### src/rtl/realtank_soc_bus_out_stage_rr_if.sv
// Bus bundle between the input-stage decoders, the output stage and one AHB slave port.
// The output stage uses the master modport; the decoder/slave side uses the slave modport.
interface realtank_soc_bus_out_stage_rr_if #(
    parameter int unsigned NUM_IN = 3,
    parameter int unsigned AW     = 32
);
    // Per-port requests from the decoders
    logic [NUM_IN-1:0]    sel_op;
    logic [NUM_IN*AW-1:0] addr_op;
    logic [NUM_IN*2-1:0]  trans_op;
    logic [NUM_IN-1:0]    write_op;
    logic [NUM_IN*3-1:0]  size_op;
    logic [NUM_IN*3-1:0]  burst_op;
    logic [NUM_IN-1:0]    lock_op;
    logic [NUM_IN*32-1:0] wdata_op;
    logic [NUM_IN-1:0]    active_op;

    // Slave side
    logic                 HREADYOUTM;
    logic                 HSELM;
    logic [AW-1:0]        HADDRM;
    logic [1:0]           HTRANSM;
    logic                 HWRITEM;
    logic [2:0]           HSIZEM;
    logic [2:0]           HBURSTM;
    logic                 HMASTLOCKM;
    logic [31:0]          HWDATAM;
    logic                 HREADYMUXM;

    modport master (
        input  sel_op, addr_op, trans_op, write_op, size_op, burst_op, lock_op, wdata_op,
        input  HREADYOUTM,
        output active_op, HSELM, HADDRM, HTRANSM, HWRITEM, HSIZEM, HBURSTM, HMASTLOCKM,
        output HWDATAM, HREADYMUXM
    );

    modport slave (
        output sel_op, addr_op, trans_op, write_op, size_op, burst_op, lock_op, wdata_op,
        output HREADYOUTM,
        input  active_op, HSELM, HADDRM, HTRANSM, HWRITEM, HSIZEM, HBURSTM, HMASTLOCKM,
        input  HWDATAM, HREADYMUXM
    );
endinterface

### src/rtl/realtank_soc_bus_out_stage_rr.sv
// AHB bus-matrix output stage: round-robin arbiter that merges NUM_IN decoder requests onto
// one slave port, holding the grant for fixed/undefined-length bursts and locked sequences.
module realtank_soc_bus_out_stage_rr #(
    parameter int unsigned NUM_IN = 3,
    parameter int unsigned AW     = 32
) (
    input  logic                                   HCLK,
    input  logic                                   HRESET,
    realtank_soc_bus_out_stage_rr_if.master        bus
);

    localparam int unsigned IW = (NUM_IN > 1) ? $clog2(NUM_IN) : 1;

    localparam logic [1:0] TransIdle   = 2'b00;
    localparam logic [1:0] TransNonseq = 2'b10;
    localparam logic [1:0] TransSeq    = 2'b11;

    localparam logic [2:0] BurstIncr   = 3'd1;
    localparam logic [2:0] BurstWrap4  = 3'd2;
    localparam logic [2:0] BurstIncr4  = 3'd3;
    localparam logic [2:0] BurstWrap8  = 3'd4;
    localparam logic [2:0] BurstIncr8  = 3'd5;
    localparam logic [2:0] BurstWrap16 = 3'd6;
    localparam logic [2:0] BurstIncr16 = 3'd7;

    typedef enum logic [1:0] {StArb, StHold, StLock} state_e;

    state_e          state_q, state_d;
    logic [IW-1:0]   rr_ptr_q, rr_ptr_d;
    logic [IW-1:0]   owner_q, owner_d;
    logic [3:0]      beat_cnt_q, beat_cnt_d;
    logic            undef_q, undef_d;
    logic [IW-1:0]   last_grant_q;
    logic [IW-1:0]   data_port_q;
    logic            data_valid_q;

    logic [IW-1:0]   arb_grant;
    logic            arb_found;
    int unsigned     scan_idx;
    logic            keep_owner;
    logic [IW-1:0]   grant;
    logic            any_req;
    logic            hsel;

    // Per-port views of the flattened request buses
    logic [AW-1:0]   addr_a  [NUM_IN];
    logic [1:0]      trans_a [NUM_IN];
    logic [2:0]      size_a  [NUM_IN];
    logic [2:0]      burst_a [NUM_IN];
    logic [31:0]     wdata_a [NUM_IN];

    for (genvar gi = 0; gi < NUM_IN; gi++) begin : g_port
        assign addr_a[gi]  = bus.addr_op[gi*AW +: AW];
        assign trans_a[gi] = bus.trans_op[gi*2 +: 2];
        assign size_a[gi]  = bus.size_op[gi*3 +: 3];
        assign burst_a[gi] = bus.burst_op[gi*3 +: 3];
        assign wdata_a[gi] = bus.wdata_op[gi*32 +: 32];
    end

    assign any_req = |bus.sel_op;

    // Round-robin scan: first requester after rr_ptr, wrapping; falls back to the last grant
    always_comb begin
        arb_grant = last_grant_q;
        arb_found = 1'b0;
        scan_idx  = 0;
        for (int unsigned k = 1; k <= NUM_IN; k++) begin
            scan_idx = 32'(rr_ptr_q) + k;
            if (scan_idx >= NUM_IN) begin
                scan_idx = scan_idx - NUM_IN;
            end
            if (!arb_found && bus.sel_op[IW'(scan_idx)]) begin
                arb_grant = IW'(scan_idx);
                arb_found = 1'b1;
            end
        end
    end

    // Ownership hold: a burst owner keeps the port for SEQ/BUSY, a locked owner while locked
    // or still mid-transfer; anything else falls back to arbitration in the same cycle.
    always_comb begin
        keep_owner = 1'b0;
        case (state_q)
            StHold:  keep_owner = bus.sel_op[owner_q] && trans_a[owner_q][0];
            StLock:  keep_owner = bus.lock_op[owner_q] || (trans_a[owner_q] != TransIdle);
            default: keep_owner = 1'b0;
        endcase
        grant = keep_owner ? owner_q : arb_grant;
        hsel  = !HRESET && any_req && bus.sel_op[grant];
    end

    // Next-state: registered state only advances on HREADYOUTM
    always_comb begin
        state_d    = state_q;
        rr_ptr_d   = rr_ptr_q;
        owner_d    = owner_q;
        beat_cnt_d = beat_cnt_q;
        undef_d    = undef_q;
        if (bus.HREADYOUTM) begin
            if (keep_owner) begin
                // Only fixed-length bursts count beats; BUSY and locked transfers do not
                if (state_q == StHold && !undef_q && trans_a[owner_q] == TransSeq) begin
                    beat_cnt_d = beat_cnt_q - 4'd1;
                    if (beat_cnt_q <= 4'd1) begin
                        beat_cnt_d = 4'd0;
                        state_d    = StArb;
                    end
                end
            end else begin
                state_d    = StArb;
                beat_cnt_d = 4'd0;
                undef_d    = 1'b0;
                if (hsel && trans_a[grant] == TransNonseq) begin
                    rr_ptr_d = grant;
                    owner_d  = grant;
                    if (bus.lock_op[grant]) begin
                        state_d = StLock;
                    end else begin
                        case (burst_a[grant])
                            BurstWrap4, BurstIncr4: begin
                                state_d    = StHold;
                                beat_cnt_d = 4'd3;
                            end
                            BurstWrap8, BurstIncr8: begin
                                state_d    = StHold;
                                beat_cnt_d = 4'd7;
                            end
                            BurstWrap16, BurstIncr16: begin
                                state_d    = StHold;
                                beat_cnt_d = 4'd15;
                            end
                            BurstIncr: begin
                                state_d = StHold;
                                undef_d = 1'b1;
                            end
                            default: state_d = StArb;
                        endcase
                    end
                end
            end
        end
    end

    // State register
    always_ff @(posedge HCLK) begin
        if (HRESET) begin
            state_q    <= StArb;
            rr_ptr_q   <= IW'(NUM_IN - 1);
            owner_q    <= '0;
            beat_cnt_q <= 4'd0;
            undef_q    <= 1'b0;
        end else begin
            state_q    <= state_d;
            rr_ptr_q   <= rr_ptr_d;
            owner_q    <= owner_d;
            beat_cnt_q <= beat_cnt_d;
            undef_q    <= undef_d;
        end
    end

    // Data-phase tracking: remembers which port owns the write data across wait states
    always_ff @(posedge HCLK) begin
        if (HRESET) begin
            last_grant_q <= '0;
            data_port_q  <= '0;
            data_valid_q <= 1'b0;
        end else if (bus.HREADYOUTM) begin
            last_grant_q <= grant;
            data_port_q  <= grant;
            data_valid_q <= hsel && bus.HTRANSM[1];
        end
    end

    // Slave address/control mux and one-hot ownership feedback to the decoders
    always_comb begin
        bus.active_op = '0;
        if (hsel) begin
            bus.active_op[grant] = 1'b1;
        end
        bus.HSELM      = hsel;
        bus.HTRANSM    = hsel ? trans_a[grant] : TransIdle;
        bus.HADDRM     = addr_a[grant];
        bus.HWRITEM    = bus.write_op[grant];
        bus.HSIZEM     = size_a[grant];
        bus.HBURSTM    = burst_a[grant];
        bus.HMASTLOCKM = bus.lock_op[grant];
        bus.HWDATAM    = wdata_a[data_port_q];
        bus.HREADYMUXM = bus.HREADYOUTM;
    end

    // A stalled data phase must keep pointing at the same write-data source
    a_data_port_stable : assert property (@(posedge HCLK) disable iff (HRESET)
        (data_valid_q && !bus.HREADYOUTM) |=> $stable(data_port_q));

endmodule

### src/flat_wrapper.sv
// flat-port wrapper written by rule: the top's interface ports become plain ports
module realtank_soc_bus_out_stage_rr_flat 
#(
    parameter int unsigned NUM_IN = 3,
    parameter int unsigned AW     = 32
)
  (HCLK, HRESET, bus_sel_op, bus_addr_op, bus_trans_op, bus_write_op, bus_size_op, bus_burst_op, bus_lock_op, bus_wdata_op, bus_HREADYOUTM, bus_active_op, bus_HSELM, bus_HADDRM, bus_HTRANSM, bus_HWRITEM, bus_HSIZEM, bus_HBURSTM, bus_HMASTLOCKM, bus_HWDATAM, bus_HREADYMUXM);
  realtank_soc_bus_out_stage_rr_if #(.NUM_IN(NUM_IN), .AW(AW)) bus_i ();
  input  logic HCLK;
  input  logic HRESET;
  input wire logic [$bits(bus_i.sel_op)-1:0] bus_sel_op;
  input wire logic [$bits(bus_i.addr_op)-1:0] bus_addr_op;
  input wire logic [$bits(bus_i.trans_op)-1:0] bus_trans_op;
  input wire logic [$bits(bus_i.write_op)-1:0] bus_write_op;
  input wire logic [$bits(bus_i.size_op)-1:0] bus_size_op;
  input wire logic [$bits(bus_i.burst_op)-1:0] bus_burst_op;
  input wire logic [$bits(bus_i.lock_op)-1:0] bus_lock_op;
  input wire logic [$bits(bus_i.wdata_op)-1:0] bus_wdata_op;
  input wire logic [$bits(bus_i.HREADYOUTM)-1:0] bus_HREADYOUTM;
  output wire logic [$bits(bus_i.active_op)-1:0] bus_active_op;
  output wire logic [$bits(bus_i.HSELM)-1:0] bus_HSELM;
  output wire logic [$bits(bus_i.HADDRM)-1:0] bus_HADDRM;
  output wire logic [$bits(bus_i.HTRANSM)-1:0] bus_HTRANSM;
  output wire logic [$bits(bus_i.HWRITEM)-1:0] bus_HWRITEM;
  output wire logic [$bits(bus_i.HSIZEM)-1:0] bus_HSIZEM;
  output wire logic [$bits(bus_i.HBURSTM)-1:0] bus_HBURSTM;
  output wire logic [$bits(bus_i.HMASTLOCKM)-1:0] bus_HMASTLOCKM;
  output wire logic [$bits(bus_i.HWDATAM)-1:0] bus_HWDATAM;
  output wire logic [$bits(bus_i.HREADYMUXM)-1:0] bus_HREADYMUXM;
  assign bus_i.sel_op = bus_sel_op;
  assign bus_i.addr_op = bus_addr_op;
  assign bus_i.trans_op = bus_trans_op;
  assign bus_i.write_op = bus_write_op;
  assign bus_i.size_op = bus_size_op;
  assign bus_i.burst_op = bus_burst_op;
  assign bus_i.lock_op = bus_lock_op;
  assign bus_i.wdata_op = bus_wdata_op;
  assign bus_i.HREADYOUTM = bus_HREADYOUTM;
  assign bus_active_op = bus_i.active_op;
  assign bus_HSELM = bus_i.HSELM;
  assign bus_HADDRM = bus_i.HADDRM;
  assign bus_HTRANSM = bus_i.HTRANSM;
  assign bus_HWRITEM = bus_i.HWRITEM;
  assign bus_HSIZEM = bus_i.HSIZEM;
  assign bus_HBURSTM = bus_i.HBURSTM;
  assign bus_HMASTLOCKM = bus_i.HMASTLOCKM;
  assign bus_HWDATAM = bus_i.HWDATAM;
  assign bus_HREADYMUXM = bus_i.HREADYMUXM;
  realtank_soc_bus_out_stage_rr #(.NUM_IN(NUM_IN), .AW(AW)) u_core (.HCLK(HCLK), .HRESET(HRESET), .bus(bus_i));
endmodule
### config.mk
export PLATFORM = sky130hd
export DESIGN_NAME = realtank_soc_bus_out_stage_rr_flat
export DESIGN_NICKNAME = d
export VERILOG_FILES = /design/src/rtl/realtank_soc_bus_out_stage_rr_if.sv /design/src/rtl/realtank_soc_bus_out_stage_rr.sv /design/src/flat_wrapper.sv
export SDC_FILE = /design/constraint.sdc
export NUM_CORES = 1
export LEC_CHECK = 0
export ABC_AREA = 1
export BUFFER_PORTS_ARGS = -buffer_cell sky130_fd_sc_hd__buf_4
export CORE_AREA = 2 2 119 121
export DETAILED_ROUTE_END_ITERATION = 7
export DIE_AREA = 0 0 121 123
export GPL_TIMING_DRIVEN = 0
export PLACE_DENSITY = 0.49
export SYNTH_ARGS = -nofsm -noshare
export SYNTH_HDL_FRONTEND = slang
export SYNTH_SLANG_ARGS = --single-unit
### constraint.sdc
create_clock -name HCLK -period 5.5 [get_ports HCLK]
set_input_delay 0 -clock HCLK [delete_from_list [all_inputs] [get_ports HCLK]]
set_output_delay 0 -clock HCLK [all_outputs]
set_load 0.005 [all_outputs]
Word-level counts from Yosys, hierarchy flattened
Cells that the tools add are included.
- bitwise logic cells: 4
- add/sub/neg operators: 7
- magnitude comparators: 13
- equal/unequal tests: 13
- mux-type cells: 63
- reduce and logical (&&, ||, !) cells: 24
- operators with widths (cell ; number):
    32-bit binary-select mux with 2-bit select ; 2
    32-bit two-way mux ; 4
    2-bit two-way mux ; 17
    4-bit two-way mux ; 5
    1-bit binary-select mux with 2-bit select ; 8
    2-bit by 3-bit less-than comparator with 1-bit output, second input constant ; 5
    1-bit two-way mux ; 15
    3-bit two-way mux ; 5
    3-bit binary-select mux with 2-bit select ; 2
    3-bit == test, second input constant ; 4
    4-bit one-hot mux with 3 select lines ; 1
    3-bit by 2-bit >= comparator with 1-bit output, second input constant ; 3
    3-bit >= comparator, second input constant ; 3
    1-bit logical AND ; 9
    2-bit inverter with 3-bit output ; 3
    2-bit binary-select mux with 2-bit select ; 2
    7-bit OR reduction ; 1
    2-bit by 2-bit adder with 3-bit output, second input constant ; 2
    2-bit == test, second input constant ; 3
    3-bit by 2-bit == test with 1-bit output, second input constant ; 2
    3-bit AND reduction ; 2
    2-bit OR reduction ; 3
    2-bit subtractor, second input constant ; 3
    4-bit by 1-bit less-or-equal comparator with 1-bit output, second input constant ; 1
    14 further kinds ; 19
- bits of input ports: 228
- word-level logic and storage cells: 130
- output and inout port bits: 79
- flip-flop bits (word level): 13

Depth between registers and ports, before layout
- depth in word-level cells: 23
- gate-level depth with buffers: 27
- mapped depth without buffers: 25

Worst setup path before layout
Ideal clock, no wire load.
- path type: register -> register
- start point: reg u_core.owner_q[0]
- end point: reg u_core.state_q[0]
- arrival: 2.883 ns
- slack: 2.506 ns
- buffers on the path: 3
- period minus slack after synthesis: 2.994 ns
- cell stages (with the launch flop): 28
- required time: 5.389 ns
- cell sequence: dfxtp_1 -> buf_6 -> inv_6 -> ha_1 -> buf_4 -> inv_2 -> nand2_2 -> nand3_2 -> nand2_2 -> nand2_1 -> inv_1 -> nand2_1 -> inv_2 -> nand2_1 -> nand2_1 -> nand2_4 -> nand2_4 -> buf_6 -> nand2_1 -> nand2_1 -> nand2_1 -> inv_1 -> ha_1 -> or2_2 -> nor2_1 -> nor2_1 -> nor2_1 -> nor2_1
- word-level cells in the longest chain between the ends: 18
- elaborated cells on any way between the ends: 44
- those cells by class: 11 x eq/ne; 23 x mux; 2 x bitwise; 8 x reduce/logical
- RTL lines (item ; line ; source):
    start, declared ; realtank_soc_bus_out_stage_rr.sv:30 ; logic [IW-1:0] owner_q, owner_d;
    start signal, assigned ; realtank_soc_bus_out_stage_rr.sv:155 ; owner_q <= owner_d;
    2-bit inverter with 3-bit output (implied by the code) ; realtank_soc_bus_out_stage_rr.sv:84, realtank_soc_bus_out_stage_rr.sv:85 ;
    2-bit binary-select mux with 2-bit select ; realtank_soc_bus_out_stage_rr.sv:84, realtank_soc_bus_out_stage_rr.sv:85 ;
    2-bit two-way mux (implied by the code) (2 in series) ; realtank_soc_bus_out_stage_rr.sv:84 ; StHold: keep_owner = bus.sel_op[owner_q] && trans_a[owner_q][0];
    2-bit nonzero test ; realtank_soc_bus_out_stage_rr.sv:85 ; StLock: keep_owner = bus.lock_op[owner_q] || (trans_a[owner_q] != TransIdle);
    1-bit logical OR ; realtank_soc_bus_out_stage_rr.sv:85 ;
    1-bit one-hot mux with 2 select lines ; realtank_soc_bus_out_stage_rr.sv:83 ; case (state_q)
    2-bit two-way mux (*) ; realtank_soc_bus_out_stage_rr.sv:88 ; grant = keep_owner ? owner_q : arb_grant;
    2-bit inverter with 3-bit output (*) ; - ;
    3-bit binary-select mux with 2-bit select (*) ; - ;
    3-bit two-way mux (*) (2 in series) ; - ;
    named net bus_HBURSTM[1] ; flat_wrapper.sv:26 ; output wire logic [$bits(bus_i.HBURSTM)-1:0] bus_HBURSTM;
    3-bit by 2-bit == test with 1-bit output (tied with other cells) ; realtank_soc_bus_out_stage_rr.sv:119 ; case (burst_a[grant])
    7-bit OR reduction (no source line) (*) ; - ;
    1-bit two-way mux (*) ; realtank_soc_bus_out_stage_rr.sv:119 ;
    2-bit two-way mux (*) ; realtank_soc_bus_out_stage_rr.sv:116 ; if (bus.lock_op[grant]) begin
    2-bit two-way mux (*) ; realtank_soc_bus_out_stage_rr.sv:113 ; if (hsel && trans_a[grant] == TransNonseq) begin
    2-bit two-way mux (*) ; realtank_soc_bus_out_stage_rr.sv:100 ; if (keep_owner) begin
    end signal, assigned ; realtank_soc_bus_out_stage_rr.sv:147 ; state_q <= StArb;
    end signal, assigned ; realtank_soc_bus_out_stage_rr.sv:153 ; state_q <= state_d;
    end, declared ; realtank_soc_bus_out_stage_rr.sv:28 ; state_e state_q, state_d;
The timed path passes the listed nets; every way through them passes the cells marked *. The select of a mux whose other input is x is not followed.
A chain may end at the register's enable or synchronous reset.

Final worst setup path
- start point: reg u_core.owner_q[0]
- end point: reg u_core.state_q[0]
- word-level cells in the longest chain between the ends: 18
- elaborated cells on any way between the ends: 44
- those cells by class: 11 x eq/ne; 23 x mux; 2 x bitwise; 8 x reduce/logical
- RTL lines (item ; line):
    2-bit inverter with 3-bit output (implied by the code) ; realtank_soc_bus_out_stage_rr.sv:84, realtank_soc_bus_out_stage_rr.sv:85, realtank_soc_bus_out_stage_rr.sv:102
    2-bit binary-select mux with 2-bit select ; realtank_soc_bus_out_stage_rr.sv:84, realtank_soc_bus_out_stage_rr.sv:85, realtank_soc_bus_out_stage_rr.sv:102
    2-bit two-way mux (implied by the code) (2 in series) ; realtank_soc_bus_out_stage_rr.sv:84
    2-bit nonzero test ; realtank_soc_bus_out_stage_rr.sv:85
    1-bit logical OR ; realtank_soc_bus_out_stage_rr.sv:85
    1-bit one-hot mux with 2 select lines ; realtank_soc_bus_out_stage_rr.sv:83
    2-bit two-way mux ; realtank_soc_bus_out_stage_rr.sv:88
    2-bit inverter with 3-bit output (implied by the code) ; realtank_soc_bus_out_stage_rr.sv:113, realtank_soc_bus_out_stage_rr.sv:119
    3-bit binary-select mux with 2-bit select ; realtank_soc_bus_out_stage_rr.sv:119
    3-bit two-way mux (implied by the code) (2 in series) ; realtank_soc_bus_out_stage_rr.sv:119
    3-bit by 2-bit == test with 1-bit output (tied with other cells) ; realtank_soc_bus_out_stage_rr.sv:119
    7-bit OR reduction (no source line) ; -
    1-bit two-way mux ; realtank_soc_bus_out_stage_rr.sv:119
    2-bit two-way mux ; realtank_soc_bus_out_stage_rr.sv:116
    2-bit two-way mux ; realtank_soc_bus_out_stage_rr.sv:113
    2-bit two-way mux ; realtank_soc_bus_out_stage_rr.sv:100
Parallel ways exist; a longest one is shown, timed or not. The select of a mux whose other input is x is not followed.

==> impl_metrics.toml <==
[placed_design]
place_ws_ns = 2.151
gp_congestion = 0.8137
hpwl_mm = 13.20
numPortBuffers = 306
placed_cells = 1029

[global_routing]
antenna_found_initial = 0
grt_overflow = 0
grt_util_all_layers = 0.1879
grt_first_pass_wirelength_mm = 22.83
grt_pass1_vias = 4708
grt_max_degree = 11

[cts]
clock_latency_ns = 0.24
cts_hold_buf = 1
ctsResizeCount = 0
clock-root-buffer = "clkbuf_16"
cts_tree = "yes"
post-cts-setup-buffer-count = 0
clk_pin_slew_worst_paths_ns = 0.04
cts_inserted_buffers = 3
h-tree-depth = 1
clkSinkCount = 12
cts_buffer_depth = 2

[routing]
drtPass1Iterations = 4
routedWlPerCell_um = 14.65
drc = 0
via_per_inst = 4.558
wl_mm = 15.15
ant_nets = 0
vias = 4713
drtIter0Drc = 171

[yosys]
synth.avg_cell_area_um2 = 5.272
synthArstFlopShare = 0
synth.area.top_cells = "nand2_1 (22%), nand3_1 (12%), nor2_1 (10%)"
synth_edf_count = 0
synth_top_flop_cell = "dfxtp_1"
netlist_area_um2 = 2863
synth.top_cell.area_share = 0.2203
syn_inst = 543
synth_top_cell_by_area = "nand2_1"
yosysWarnings = 0
syn_nets = 781
yosysSeqAreaShare = 0.08392
yosys_register_bits = 12
synthDistinctLibCells = 34

[min_path]
holdCritPathClass = "in2reg"
hold_path_depth = 2

[run]
cap_violations = 0

[timing]
finalCritPeriodShare = 0.6098
max_freq_ghz = 0.2982
fin_crit_ns = 3.354
rsz0062_at_grt = "false"
drv_slew = 0
relSlewSlack = 0.6709
setup_tns_ns = 0
setup_violations = 0
hold_violations = 0
max_slew.worst_pin.slew_ns = 0.4937
skew_ns = 0.001862
layout_setup_ws_ns = 2.146

[layout]
fin_util = 0.4029
instances_no_fill = 1034
drive_gt1_frac = 0.4251
antenna_cells = 0
final_net_count = 1093
syn_to_final_growth_pct = 91.56

[die]
die_area_um2 = 14880
core_um2 = 13610
ios = 307
core.rowCount = 43
start_util = 0.2103
die_x_um = 121
die_height_um = 123

[run_status]
outcome = "complete, no violations"

[pwr]
vdd_drop_max_uv = 668.3
powerDensity_nw_per_um2 = 1022
leakage_uw = 0.003024

[setup_path]
startpoint_type = "flip-flop"
setup.worst_path.class = "reg2reg"
worst_ep_arrival_time_ns = 3.48
end_kind = "flip-flop"
r2r.worst_path.cells = 27
cp_max_fo = 10
required_ns = 5.63
[state kept, by name, summed over array words and instances (netlist names)]
| signal | flops |
|---|---|
| u_core.owner_q | 2 |
| u_core.last_grant_q | 2 |
| u_core.beat_cnt_q | 4 |
| u_core.state_q | 2 |
| u_core.undef_q | 1 |
| u_core.rr_ptr_q | 1 |
[layout make-up]
type / instances / area [um2]
Sequential cell: 12 / 240.2
Multi-Input combinational cell: 448 / 2260
Inverter: 50 / 192.7
Fill cell: 1530 / 8128
Tap cell: 180 / 225.2
Buffer: 33 / 170.2
Timing Repair Buffer: 307 / 2307
Clock buffer: 4 / 88.84
[logic make-up after synthesis]
logic type | Yosys count | share of synthesized area
AO/OA/AOI/OAI | 85 | 0.1971
XOR/XNOR | 3 | 0.009180
adder cells (fa/ha/maj) | 10 | 0.04371
buffers and inverters | 83 | 0.1267
flip-flops | 12 | 0.08392
AND/OR/NAND/NOR | 350 | 0.5393
[placed cells by master (no fill, tap or decap), types with 2 or more instances in the layout]
| cell | n |
|---|---|
| a21oi_1 | 14 |
| a22oi_1 | 19 |
| buf_1 | 2 |
| buf_2 | 10 |
| buf_4 | 308 |
| buf_6 | 2 |
| clkbuf_1 | 16 |
| clkbuf_16 | 3 |
| dfxtp_1 | 12 |
| ha_1 | 10 |
| inv_1 | 41 |
| inv_2 | 7 |
| nand2_1 | 168 |
| nand2_2 | 9 |
| nand2_4 | 8 |
| nand3_1 | 70 |
| nand3_2 | 3 |
| nor2_1 | 80 |
| nor2_2 | 3 |
| nor2_4 | 3 |
| nor3_1 | 3 |
| o21ai_0 | 13 |
| o21ai_1 | 3 |
| o31ai_1 | 32 |
| or2_2 | 2 |
| xor2_1 | 2 |
[where the power goes]
part / internal, uW / switching [uW]
sequential: 113 / 16.2
combinational: 2370 / 2960
clock: 110 / 37.1
total: 2600 / 3010
[synthesized netlist by cell type (all sizes together) (2+ instances only)]
master	count
a21oi	15
a22oi	19
buf	17
clkbuf	16
dfxtp	12
ha	10
inv	49
nand2	185
nand3	73
nor2	86
nor3	3
o21ai	17
o31ai	32
or2	2
xor2	2
[critical path, cell delays in order, from the launching register on]
cell     delay [ns]
dfxtp_1        0.35
buf_6          0.16
inv_6          0.06
ha_1           0.29
buf_4          0.16
inv_2          0.09
nand2_2        0.07
nand3_2        0.07
nand2_2        0.07
nand2_1        0.06
inv_1          0.04
nand2_1        0.09
inv_2          0.04
nand2_1        0.05
nand2_1        0.10
nand2_4        0.10
nand2_4        0.08
buf_6          0.16
nand2_1        0.06
nand2_1        0.05
nand2_1        0.12
inv_1          0.08
ha_1           0.28
or2_2          0.29
nor2_1         0.11
nor2_1         0.06
nor2_1         0.09
nor2_1         0.05
[per-layer routing]
layer | part of all wire | up-vias | wire, um | track usage
li1 | - | 2399 | - | -
met1 | 0.38 | 2096 | 5738 | 0.2124
met2 | 0.53 | 212 | 8036 | 0.3739
met3 | 0.084 | 6 | 1266 | 0.03506
met4 | 0.0069 | 0 | 105 | 0.01890
met5 | 0 | - | 0 | 0
[path summary, 6_finish.rpt]
kind | start | to | slack (ns)
worst min-delay path | bus_HREADYOUTM | u_core.last_grant_q[0] | 0.003
worst min register to register | u_core.undef_q | u_core.undef_q | 0.46
worst max-delay path | u_core.owner_q[0] | u_core.state_q[0] | 2.15
worst max register to register | u_core.owner_q[0] | u_core.state_q[0] | 2.15
[through the flow]
step           power [uW]  area [um2]  hold WS (ns)
2_1_floorplan        3084        2863       0.06244
3_3_place_gp         5492        5385        0.2322
3_5_place_dp         5503        5385        0.2344
4_1_cts              5679        5484      0.004203
5_1_grt              6233        5484       0.01808
6_report             5604        5484      0.003450
(Power assumes the default switching activity.)
